**config.mk**
```make
export PLATFORM = sky130hd
export DESIGN_NAME = data_mem_port_flat
export DESIGN_NICKNAME = d
export VERILOG_FILES = /design/src/rtl/data_mem_port_if.sv /design/src/rtl/data_mem_port.sv /design/src/flat_wrapper.sv
export SDC_FILE = /design/constraint.sdc
export NUM_CORES = 1
export LEC_CHECK = 0
export CAP_MARGIN = 20
export CELL_PAD_IN_SITES_DETAIL_PLACEMENT = 1
export CELL_PAD_IN_SITES_GLOBAL_PLACEMENT = 1
export CORE_MARGIN = 2
export CORE_UTILIZATION = 29
export DETAILED_ROUTE_END_ITERATION = 7
export PLACE_DENSITY_LB_ADDON = 0.1
export RECOVER_POWER = 25
export SLEW_MARGIN = 10
export SYNTH_ARGS = -nofsm -noshare
export SYNTH_HDL_FRONTEND = slang
export SYNTH_SLANG_ARGS = --single-unit
export TNS_END_PERCENT = 10
```
**constraint.sdc**
```tcl
create_clock -name clk -period 3.55 [get_ports clk]
set_clock_uncertainty 0.15 [all_clocks]
set_input_delay 0.71 -clock clk [delete_from_list [all_inputs] [get_ports clk]]
set_output_delay 0.71 -clock clk [all_outputs]
set_load 0.1 [all_outputs]
```
**src/rtl/data_mem_port_if.sv**
```systemverilog
// ----------------------------------------------------------------------------
// data_mem_port_if
//   SRAM-like request/response bus between the data-memory port and the data
//   cache / AXI bridge. The port drives the request side (master); the cache or
//   bridge answers with addr_ok / data_ok / rdata (slave).
//
//   Signals
//     req      master->slave  request valid, held until addr_ok
//     wr       master->slave  1 = write
//     wstrb    master->slave  byte write enables (DATA_W/8)
//     addr     master->slave  byte address (ADDR_W)
//     wdata    master->slave  store data (DATA_W)
//     addr_ok  slave->master  request accepted this cycle (meaningful only with req)
//     data_ok  slave->master  read data / write ack this cycle
//     rdata    slave->master  read data, valid with data_ok on reads
// ----------------------------------------------------------------------------
interface data_mem_port_if #(
  parameter int ADDR_W = 32,
  parameter int DATA_W = 32
);
  logic                  req;
  logic                  wr;
  logic [DATA_W/8-1:0]   wstrb;
  logic [ADDR_W-1:0]     addr;
  logic [DATA_W-1:0]     wdata;
  logic                  addr_ok;
  logic                  data_ok;
  logic [DATA_W-1:0]     rdata;

  modport master (
    output req, wr, wstrb, addr, wdata,
    input  addr_ok, data_ok, rdata
  );

  modport slave (
    input  req, wr, wstrb, addr, wdata,
    output addr_ok, data_ok, rdata
  );
endinterface

```
**src/rtl/data_mem_port.sv**
```systemverilog
// ----------------------------------------------------------------------------
// data_mem_port
//   Responder side of the core's data-memory interface. A single-cycle core
//   request (mem_en / mem_wstrb) is latched and run on the SRAM-like bus; the
//   pipeline is held with mem_stall until the bus completes, and load data is
//   presented in the one-cycle DONE state.
//
//   FSM: IDLE -> REQ -> (WAIT) -> DONE -> IDLE. Every output is registered
//   except mem_stall.
//
//   Ports
//     clk        rising-edge clock
//     resetn     synchronous reset, active low
//     mem_en     core request valid (held while mem_stall=1)
//     mem_wstrb  byte write enables, all-zero = read
//     mem_addr   byte address
//     mem_wdata  store data
//     mem_stall  pipeline hold
//     mem_rdata  load data, valid in DONE
//     mem_err    bus timeout pulse during DONE (0 when timeout is disabled)
//     bus        data_mem_port_if.master, SRAM-like bus
//
//   Build option: define DMEM_TIMEOUT_EN to abort a bus access that has been
//   in REQ/WAIT for TIMEOUT_CYCLES cycles (mem_err=1, mem_rdata=0).
// ----------------------------------------------------------------------------
module data_mem_port #(
  parameter int ADDR_W         = 32,
  parameter int DATA_W         = 32,
  parameter int TIMEOUT_CYCLES = 255
) (
  input  logic                clk,
  input  logic                resetn,
  input  logic                mem_en,
  input  logic [DATA_W/8-1:0] mem_wstrb,
  input  logic [ADDR_W-1:0]   mem_addr,
  input  logic [DATA_W-1:0]   mem_wdata,
  output logic                mem_stall,
  output logic [DATA_W-1:0]   mem_rdata,
  output logic                mem_err,
  data_mem_port_if.master     bus
);

  localparam int STRB_W = DATA_W / 8;

  if (TIMEOUT_CYCLES < 1 || TIMEOUT_CYCLES > 1023) begin : g_bad_timeout
    $error("data_mem_port: TIMEOUT_CYCLES must be in 1..1023");
  end

  typedef enum logic [1:0] {S_IDLE, S_REQ, S_WAIT, S_DONE} state_t;

  state_t              state_reg, state_next;
  logic                req_reg, req_next;
  logic                wr_reg, wr_next;
  logic [STRB_W-1:0]   wstrb_reg, wstrb_next;
  logic [ADDR_W-1:0]   addr_reg, addr_next;
  logic [DATA_W-1:0]   wdata_reg, wdata_next;
  logic [DATA_W-1:0]   rdata_reg, rdata_next;

`ifdef DMEM_TIMEOUT_EN
  localparam logic [9:0] TIMEOUT_LIMIT = 10'(TIMEOUT_CYCLES);
  logic [9:0] count_reg, count_next;
  logic       err_reg, err_next;
`endif

  // State and registered outputs
  always_ff @(posedge clk) begin
    if (!resetn) begin
      state_reg <= S_IDLE;
      req_reg   <= 1'b0;
      wr_reg    <= 1'b0;
      wstrb_reg <= '0;
      addr_reg  <= '0;
      wdata_reg <= '0;
      rdata_reg <= '0;
`ifdef DMEM_TIMEOUT_EN
      count_reg <= '0;
      err_reg   <= 1'b0;
`endif
    end else begin
      state_reg <= state_next;
      req_reg   <= req_next;
      wr_reg    <= wr_next;
      wstrb_reg <= wstrb_next;
      addr_reg  <= addr_next;
      wdata_reg <= wdata_next;
      rdata_reg <= rdata_next;
`ifdef DMEM_TIMEOUT_EN
      count_reg <= count_next;
      err_reg   <= err_next;
`endif
    end
  end

  // Next-state and stall logic
  always_comb begin
    state_next = state_reg;
    req_next   = req_reg;
    wr_next    = wr_reg;
    wstrb_next = wstrb_reg;
    addr_next  = addr_reg;
    wdata_next = wdata_reg;
    rdata_next = rdata_reg;
    mem_stall  = 1'b0;
`ifdef DMEM_TIMEOUT_EN
    count_next = count_reg;
    err_next   = 1'b0;
`endif

    case (state_reg)
      S_IDLE: begin
        mem_stall = mem_en;
        if (mem_en) begin
          addr_next  = mem_addr;
          wdata_next = mem_wdata;
          wstrb_next = mem_wstrb;
          wr_next    = |mem_wstrb;
          req_next   = 1'b1;
          state_next = S_REQ;
`ifdef DMEM_TIMEOUT_EN
          count_next = '0;
`endif
        end
      end
      S_REQ: begin
        mem_stall = 1'b1;
        // data_ok without addr_ok is spurious and ignored here
        if (bus.addr_ok) begin
          req_next = 1'b0;
          if (bus.data_ok) begin
            state_next = S_DONE;
            if (!wr_reg) rdata_next = bus.rdata;
          end else begin
            state_next = S_WAIT;
          end
        end
      end
      S_WAIT: begin
        mem_stall = 1'b1;
        if (bus.data_ok) begin
          state_next = S_DONE;
          if (!wr_reg) rdata_next = bus.rdata;
        end
      end
      S_DONE: begin
        // mem_en here still belongs to the op that just finished
        state_next = S_IDLE;
      end
      default: state_next = S_IDLE;
    endcase

`ifdef DMEM_TIMEOUT_EN
    // A real bus completion in the limit cycle wins over the timeout.
    if (state_reg == S_REQ || state_reg == S_WAIT) begin
      count_next = count_reg + 10'd1;
      if (state_next != S_DONE && count_next == TIMEOUT_LIMIT) begin
        state_next = S_DONE;
        req_next   = 1'b0;
        rdata_next = '0;
        err_next   = 1'b1;
      end
    end
`endif
  end

  assign bus.req   = req_reg;
  assign bus.wr    = wr_reg;
  assign bus.wstrb = wstrb_reg;
  assign bus.addr  = addr_reg;
  assign bus.wdata = wdata_reg;
  assign mem_rdata = rdata_reg;

`ifdef DMEM_TIMEOUT_EN
  assign mem_err = err_reg;
`else
  assign mem_err = 1'b0;
`endif

endmodule

```
**src/flat_wrapper.sv**
```systemverilog
// flat-port wrapper written by rule: the top's interface ports become plain ports
module data_mem_port_flat 
#(
  parameter int ADDR_W         = 32,
  parameter int DATA_W         = 32,
  parameter int TIMEOUT_CYCLES = 255
)
  (clk, resetn, mem_en, mem_wstrb, mem_addr, mem_wdata, mem_stall, mem_rdata, mem_err, bus_req, bus_wr, bus_wstrb, bus_addr, bus_wdata, bus_addr_ok, bus_data_ok, bus_rdata);
  data_mem_port_if #(.ADDR_W(ADDR_W), .DATA_W(DATA_W)) bus_i ();
  input  logic clk;
  input  logic resetn;
  input  logic mem_en;
  input  logic [DATA_W/8-1:0] mem_wstrb;
  input  logic [ADDR_W-1:0] mem_addr;
  input  logic [DATA_W-1:0] mem_wdata;
  output logic mem_stall;
  output logic [DATA_W-1:0] mem_rdata;
  output logic mem_err;
  output wire logic [$bits(bus_i.req)-1:0] bus_req;
  output wire logic [$bits(bus_i.wr)-1:0] bus_wr;
  output wire logic [$bits(bus_i.wstrb)-1:0] bus_wstrb;
  output wire logic [$bits(bus_i.addr)-1:0] bus_addr;
  output wire logic [$bits(bus_i.wdata)-1:0] bus_wdata;
  input wire logic [$bits(bus_i.addr_ok)-1:0] bus_addr_ok;
  input wire logic [$bits(bus_i.data_ok)-1:0] bus_data_ok;
  input wire logic [$bits(bus_i.rdata)-1:0] bus_rdata;
  assign bus_req = bus_i.req;
  assign bus_wr = bus_i.wr;
  assign bus_wstrb = bus_i.wstrb;
  assign bus_addr = bus_i.addr;
  assign bus_wdata = bus_i.wdata;
  assign bus_i.addr_ok = bus_addr_ok;
  assign bus_i.data_ok = bus_data_ok;
  assign bus_i.rdata = bus_rdata;
  data_mem_port #(.ADDR_W(ADDR_W), .DATA_W(DATA_W), .TIMEOUT_CYCLES(TIMEOUT_CYCLES)) u_core (.clk(clk), .resetn(resetn), .mem_en(mem_en), .mem_wstrb(mem_wstrb), .mem_addr(mem_addr), .mem_wdata(mem_wdata), .mem_stall(mem_stall), .mem_rdata(mem_rdata), .mem_err(mem_err), .bus(bus_i));
endmodule
```
# After elaboration in Yosys (flattened, before gate mapping)
# Index checks and enable logic that the tools add are counted.
dict set report classes {
  n_bitwise 0
  n_shift 0
  n_reduce_logical 9
  add_sub_neg 0
  div_mod_pow 0
  mul 0
  order_cmp 0
  mux 13
  eq_ne 6
}
# op n
set ops {}
lappend ops {{$mux 32} 3}
lappend ops {{$pmux 32 s2} 1}
lappend ops {{$pmux 2 s4} 1}
lappend ops {{$mux 2} 3}
lappend ops {{$ne 2x2->1 const B} 3}
lappend ops {{$reduce_and 3->1} 2}
lappend ops {{$eq 2x2->1 const B} 2}
lappend ops {{$pmux 1 s2} 2}
lappend ops {{$reduce_and 2->1} 2}
lappend ops {{$reduce_bool 2->1} 2}
lappend ops {{$reduce_or 4->1} 1}
lappend ops {{$mux 1} 3}
lappend ops {{$eq 2x1->1 const B} 1}
lappend ops {{$logic_not 2->1} 1}
lappend ops {{$reduce_or 2->1} 1}
dict set report totals {
  in_bits 105
  word_cells 35
  rom_bits 0
  latch_bits 0
  ram_bits 0
  n_memories 0
  output_inout_bits 104
  ff_bits 104
}

# Depth between registers and ports, before layout
# Gate-level depths: netlist of run 1.
dict set report logic_depth {
  word_depth 4
  mapped_depth 7
  depth_no_buf 5
}

# Least setup slack after synthesis of run 1
# OpenSTA, ideal clock, no wires.
dict set report synth_timing {
  kind {input to output}
  startpoint {input mem_en}
  endpoint {output mem_stall}
  required_ps 2690
  path_slack_ps 306
  n_path_buf 2
  stages 5
  arrival_ps 2384
  cell_sequence {and2_1 > buf_6 > buf_6 > nor2_1 > nor2_1}
}
dict set report synth_via {
  elab_chain_len 1
}
# element line_no
set synth_rtl {}
lappend synth_rtl {{start, declared} flat_wrapper.sv:12} ;# input logic mem_en;
lappend synth_rtl {{$pmux 1 s2} data_mem_port.sv:109} ;# case (state_reg)
lappend synth_rtl {{end, declared} flat_wrapper.sv:16} ;# output logic mem_stall;
# No other way between the ends.

# Worst setup path after layout of run 1
# Same ends and word-level chain as after synthesis.

==> results_dict.tcl, run 1 <==
set metrics [dict create \
    status "complete, no violations" \
    placed_cell_area_um2 5909 \
    cts_buffer_depth 2 \
    switchingPower_w 0.003023 \
    timing.rr.start "u_core.state_reg[0]" \
    pre_cts_slack_ps 822.8 \
    fin_tns_setup_ps 0 \
    critPathMaxStageDelay_ps 610 \
    multi_input_comb_area_um2 1578 \
    cts_tree "done" \
    dp_hpwl_mm 9.111 \
    core_area_um2 13240 \
    drt_iter0_markers 201 \
    cp.arrival_ps 1940 \
    routedWlPerCell_um 15.23 \
    critPathSlowestCell "dlygate4sd3_1" \
    post-cts-setup-buffers 0 \
    routabilityCongestion 0.7192 \
    cts-buffers-inserted 9 \
    fp.dieW_um 120.5 \
    area_growth_pct 54.53 \
    grt_pass1_wl_mm 20.36 \
    cts_hold_buf 0 \
    via_count 3997 \
    io_buffers 207 \
    post-route-util_pct 45.89 \
    n_fill_cell 1618 \
    drtAntennaViolNets 0 \
    clock-sinks 104 \
    cp_max_fo 5 \
    wl_mm 12.88 \
    required_ps 2690 \
    postSynthAreaPerCell_um2 8.193 \
    clock_latency_ps 340 \
    htreeDepth 3 \
    cap_violations 0 \
    internal-power_w 0.002777 \
    ir_drop_mv 0.3246 \
    setup_slack_ps 754.6 \
    start_util_pct 29.70 \
    crit_top_cell "nor2_1" \
    layout.nets 775 \
    clkPwrFrac_pct 20.1 \
    hp-start "u_core.bus.addr[6]" \
    final_common_cell "clkdlybuf4s50_1" \
    final_layout_size_suffix_gt1_share_pct 5.373 \
    antenna_cells 0 \
    cp-start-kind "input pin" \
    max_slew_margin_pct 16.51 \
    final-seq-area_um2 2082 \
    drv_slew 0 \
    synth_nets 590 \
    path_buf_inv 2 \
    seqPwrFrac_pct 26.3 \
    ys_ff_latch 104 \
    setup_violations 0 \
    drc 0 \
    critical-path-top-delay-family "buffers and inverters" \
    finalCriticalPeriod_ps 2795 \
    max_freq_mhz 357.7 \
    first_pass_iters 4 \
    critical_path.cell_chain "dlygate4sd3_1, and2_2, nor2_1, nor2_1, buf_12" \
    ys_types 33 \
    critical_path_class "in -> out" \
    cts_resized 0 \
    grt_remaining_overflow 0 \
    cp-end-kind "output pin" \
    num_io_pins 209 \
    track_usage_pct 17.63 \
    grt_max_degree 70 \
    hold_class "reg -> reg" \
    startpoint "mem_en" \
    synth_cells 480 \
    grt_setup_unrepaired "no" \
    grt_pass1_vias 4012 \
    hold_viol 0 \
    antenna_found_initial 0 \
    path_clk_slew_ps 70 \
    routed_via_density 4.725 \
    synth_area_um2 3933 \
    dieHeight_um 120.5 \
    period_share_pct 78.74 \
    leakage_nw 2.180 \
    ys_seq_area_share_pct 52.94 \
    dieArea_um2 14510 \
    fin_area_um2 6077 \
    layout_common_cells "clkdlybuf4s50_1, nand2_1, dfxtp_1, a21oi_1, clkbuf_1" \
    worstMarginPinSlew_ps 1258 \
    p_per_area_nw_per_um2 954.3 \
    floorplan.rows 42 \
    p_comb_share_pct 53.6 \
    swShare_pct 52.12 \
    yosysWarnings 0 \
    cts_root_buffer "clkbuf_16" \
]
metrics by stage:
stage          std cells  hold WS, ps  total power (W)
2_1_floorplan        480        343.5         0.004073
3_3_place_gp         830        291.7         0.004729
3_5_place_dp         830        298.8         0.004785
4_1_cts              846        308.5         0.005967
5_1_grt              846        325.8         0.006093
6_report             846        303.9         0.005799
synth_stat cells:
library cell	n	share of area, %
a211oi_1	1	0.19
a21boi_1	1	0.19
a21oi_1	102	13
a21oi_2	1	0.22
a221oi_1	1	0.22
and2_1	1	0.16
and2b_1	1	0.19
and2b_2	1	0.22
and3b_1	1	0.22
buf_2	6	0.76
buf_4	3	0.57
buf_6	10	2.9
buf_8	1	0.38
clkbuf_1	18	1.7
clkbuf_2	3	0.38
conb_1	1	0.095
dfxtp_1	104	53
ha_1	5	1.6
inv_1	3	0.29
nand2_1	137	13
nand2_2	1	0.16
nand2b_1	3	0.48
nand3_1	32	4.1
nand3b_1	1	0.19
nand4_1	1	0.16
nor2_1	3	0.29
nor2b_1	1	0.16
nor3_1	1	0.13
o2111ai_1	1	0.22
o21a_1	1	0.19
o21ai_0	32	4.1
o31ai_1	1	0.19
o41ai_2	1	0.41
routing by layer:
layer  share of wire (%)  GRT usage (%)
met1                  42          21.02
met2                  48          29.41
met3                 8.4          6.179
met4                 1.4          6.105
met5                   0              0
area by class of cell:
class / instances / area share [%]
timing repair buffer: 215 / 30.10
inverter: 3 / 0.2059
multi-input combinational: 332 / 25.96
clock buffer: 11 / 4.159
tap: 176 / 3.624
sequential: 104 / 34.26
clock inverter: 5 / 1.688
power by group through the flow:
| stage | Sequential [W] | Clock (W) | Combinational (W) |
|---|---|---|---|
| after CTS | 0.00153 | 0.00120 | 0.00324 |
| after detailed placement | 0.00156 | 0 | 0.00323 |
| final | 0.00153 | 0.00116 | 0.00311 |
| after floorplan | 0.00314 | 0 | 0.000937 |
| after global placement | 0.00154 | 0 | 0.00319 |
| after global routing | 0.00156 | 0.00126 | 0.00328 |
logic make-up (layout without fill, tap and decap cells):
logic type / Yosys count / count (layout) / synth area share, %
adder cells (fa/ha/maj): 5 / 5 / 1.591
AND/OR/NAND/NOR: 184 / 184 / 19.50
buffers and inverters: 44 / 234 / 6.968
AO/OA/AOI/OAI: 142 / 142 / 18.90
other: 1 / 1 / 0.09536
flip-flops: 104 / 104 / 52.94
final timing paths:
check | slack [ps] | cells past startpoint | end
max | 750 | 5 | mem_stall
min | 300 | 2 | u_core.bus.addr[6]
max reg2reg | 1440 | 6 | u_core.bus.wr
min reg2reg | 300 | 2 | u_core.bus.addr[6]
tightest hold or removal path, delay by kind of cell, from the launching register on:
kind / cells / cell delay (ps)
flip-flops: 1 / 310
AO/OA/AOI/OAI: 1 / 50
AND/OR/NAND/NOR: 1 / 50
(Power assumes the default switching activity.)
==> inputs of run 2 (changes only) <==
- CORE_UTILIZATION: 29 -> 27
- clock period: 3.55 -> 2.9 ns (I/O delays scaled with it)
==> results_dict.tcl, run 2 (synthesis gave the netlist of run 1 again) <==
set metrics [dict create \
    routed_via_density 4.641 \
    hp-start "u_core.bus.wdata[14]" \
    cp.arrival_ps 1690 \
    routedWlPerCell_um 15.28 \
    clock_latency_ps 340 \
    critical-path-top-delay-family "buffers and inverters" \
    cts_tree "done" \
    routabilityCongestion 0.7421 \
    wl_mm 13.06 \
    cts_resized 0 \
    start_util_pct 27.37 \
    setup_violations 0 \
    via_count 3968 \
    drc 0 \
    fp.dieW_um 124.7 \
    htreeDepth 3 \
    startpoint "mem_en" \
    area_growth_pct 50.62 \
    path_clk_slew_ps 60 \
    path_buf_inv 2 \
    layout.nets 776 \
    grt_remaining_overflow 0 \
    core_area_um2 14370 \
    hold_viol 0 \
    cp-start-kind "input pin" \
    drv_slew 0 \
    final_layout_size_suffix_gt1_share_pct 12.52 \
    stdcell_count 855 \
    final_common_cell "nand2_1" \
    cts_root_buffer "clkbuf_16" \
    max_slew_margin_pct 16.70 \
    leakage_nw 2.245 \
    drtAntennaViolNets 0 \
    dieArea_um2 15550 \
    first_pass_iters 4 \
    ir_drop_mv 0.4699 \
    antenna_cells 0 \
    grt_pass1_wl_mm 20.72 \
    status "complete, no violations" \
    layout_common_cells "nand2_1, clkdlybuf4s50_1, dfxtp_1, a21oi_1, buf_4" \
    period_share_pct 83.36 \
    hold_class "reg -> reg" \
    n_fill_cell 1730 \
    critPathMaxStageDelay_ps 550 \
    dp_hpwl_mm 9.140 \
    grt_pass1_vias 4012 \
    fin_area_um2 5923 \
    worstMarginPinSlew_ps 1255 \
    critical_path_class "in -> out" \
    required_ps 2170 \
    floorplan.rows 44 \
    grt_setup_unrepaired "no" \
    num_io_pins 209 \
    dieHeight_um 124.7 \
    dp_cells 839 \
    cp_max_fo 5 \
    grt_max_degree 70 \
    timing.rr.start "u_core.state_reg[0]" \
    drt_iter0_markers 120 \
    antenna_found_initial 0 \
    fin_hold_ws_ps 306.5 \
    io_buffers 207 \
    cap_violations 0 \
    clock-sinks 104 \
    cts_hold_buf 0 \
    post-cts-setup-buffers 0 \
    critPathSlowestCell "clkdlybuf4s50_1" \
    post-route-util_pct 41.22 \
    fin_tns_setup_ps 0 \
    placed_cell_area_um2 5812 \
    cts_buffer_depth 2 \
    cp-end-kind "output pin" \
    p_per_area_nw_per_um2 1160 \
    critical_path.cell_chain "clkdlybuf4s50_1, and2_2, nor2_1, nor2_2, buf_12" \
    max_freq_mhz 413.7 \
    track_usage_pct 16.38 \
    finalCriticalPeriod_ps 2417 \
    cts-buffers-inserted 9 \
]
## run 2: report_power, final
group	leakage, nW	internal [W]	switching, W
registers	0.851	0.00172	0.000154
logic	1.25	0.000748	0.00302
clock network	0.145	0.000692	0.000540
## run 2: stage by stage
stage	setup WS (ps)	total power, W
finish	482.5	0.006871
global route	356.6	0.007236
CTS	473.0	0.007081
detailed placement	365.5	0.005823
global placement	419.1	0.005767
floorplan	280.9	0.004991
## run 2: layer usage
layer / wire length, um / vias to the layer above / global-route usage, %
met5: 0 / - / 0
met4: 240 / 0 / 4.825
met3: 1181 / 14 / 8.162
met2: 6270 / 132 / 26.81
met1: 5372 / 1855 / 18.84
li1: - / 1967 / -
## run 2: layout make-up
cell class	count	area [um^2]	area share, %
clock buffers	11	242.7	4.098
multi-input cells	332	1580	26.68
clock inverters	5	56.30	0.9506
inverters	3	12.51	0.2112
flip-flops and latches	104	2082	35.15
repair buffers	216	1719	29.02
well taps	184	230.2	3.887
## run 2: worst reg2reg max path: cells and delay by family, from the launching register on
family | cells | cell delay, ps
flip-flops | 1 | 330
AND/OR/NAND/NOR | 1 | 180
AO/OA/AOI/OAI | 2 | 430
adder cells (fa/ha/maj) | 1 | 270
buffers and inverters | 2 | 690
## run 2: final timing paths
kind	end	slack, ps	cells after the start
hold / removal	u_core.bus.wdata[14]	310	2
setup reg to reg	u_core.bus.wr	780	6
setup / recovery	mem_stall	480	5
hold reg to reg	u_core.bus.wdata[14]	310	2
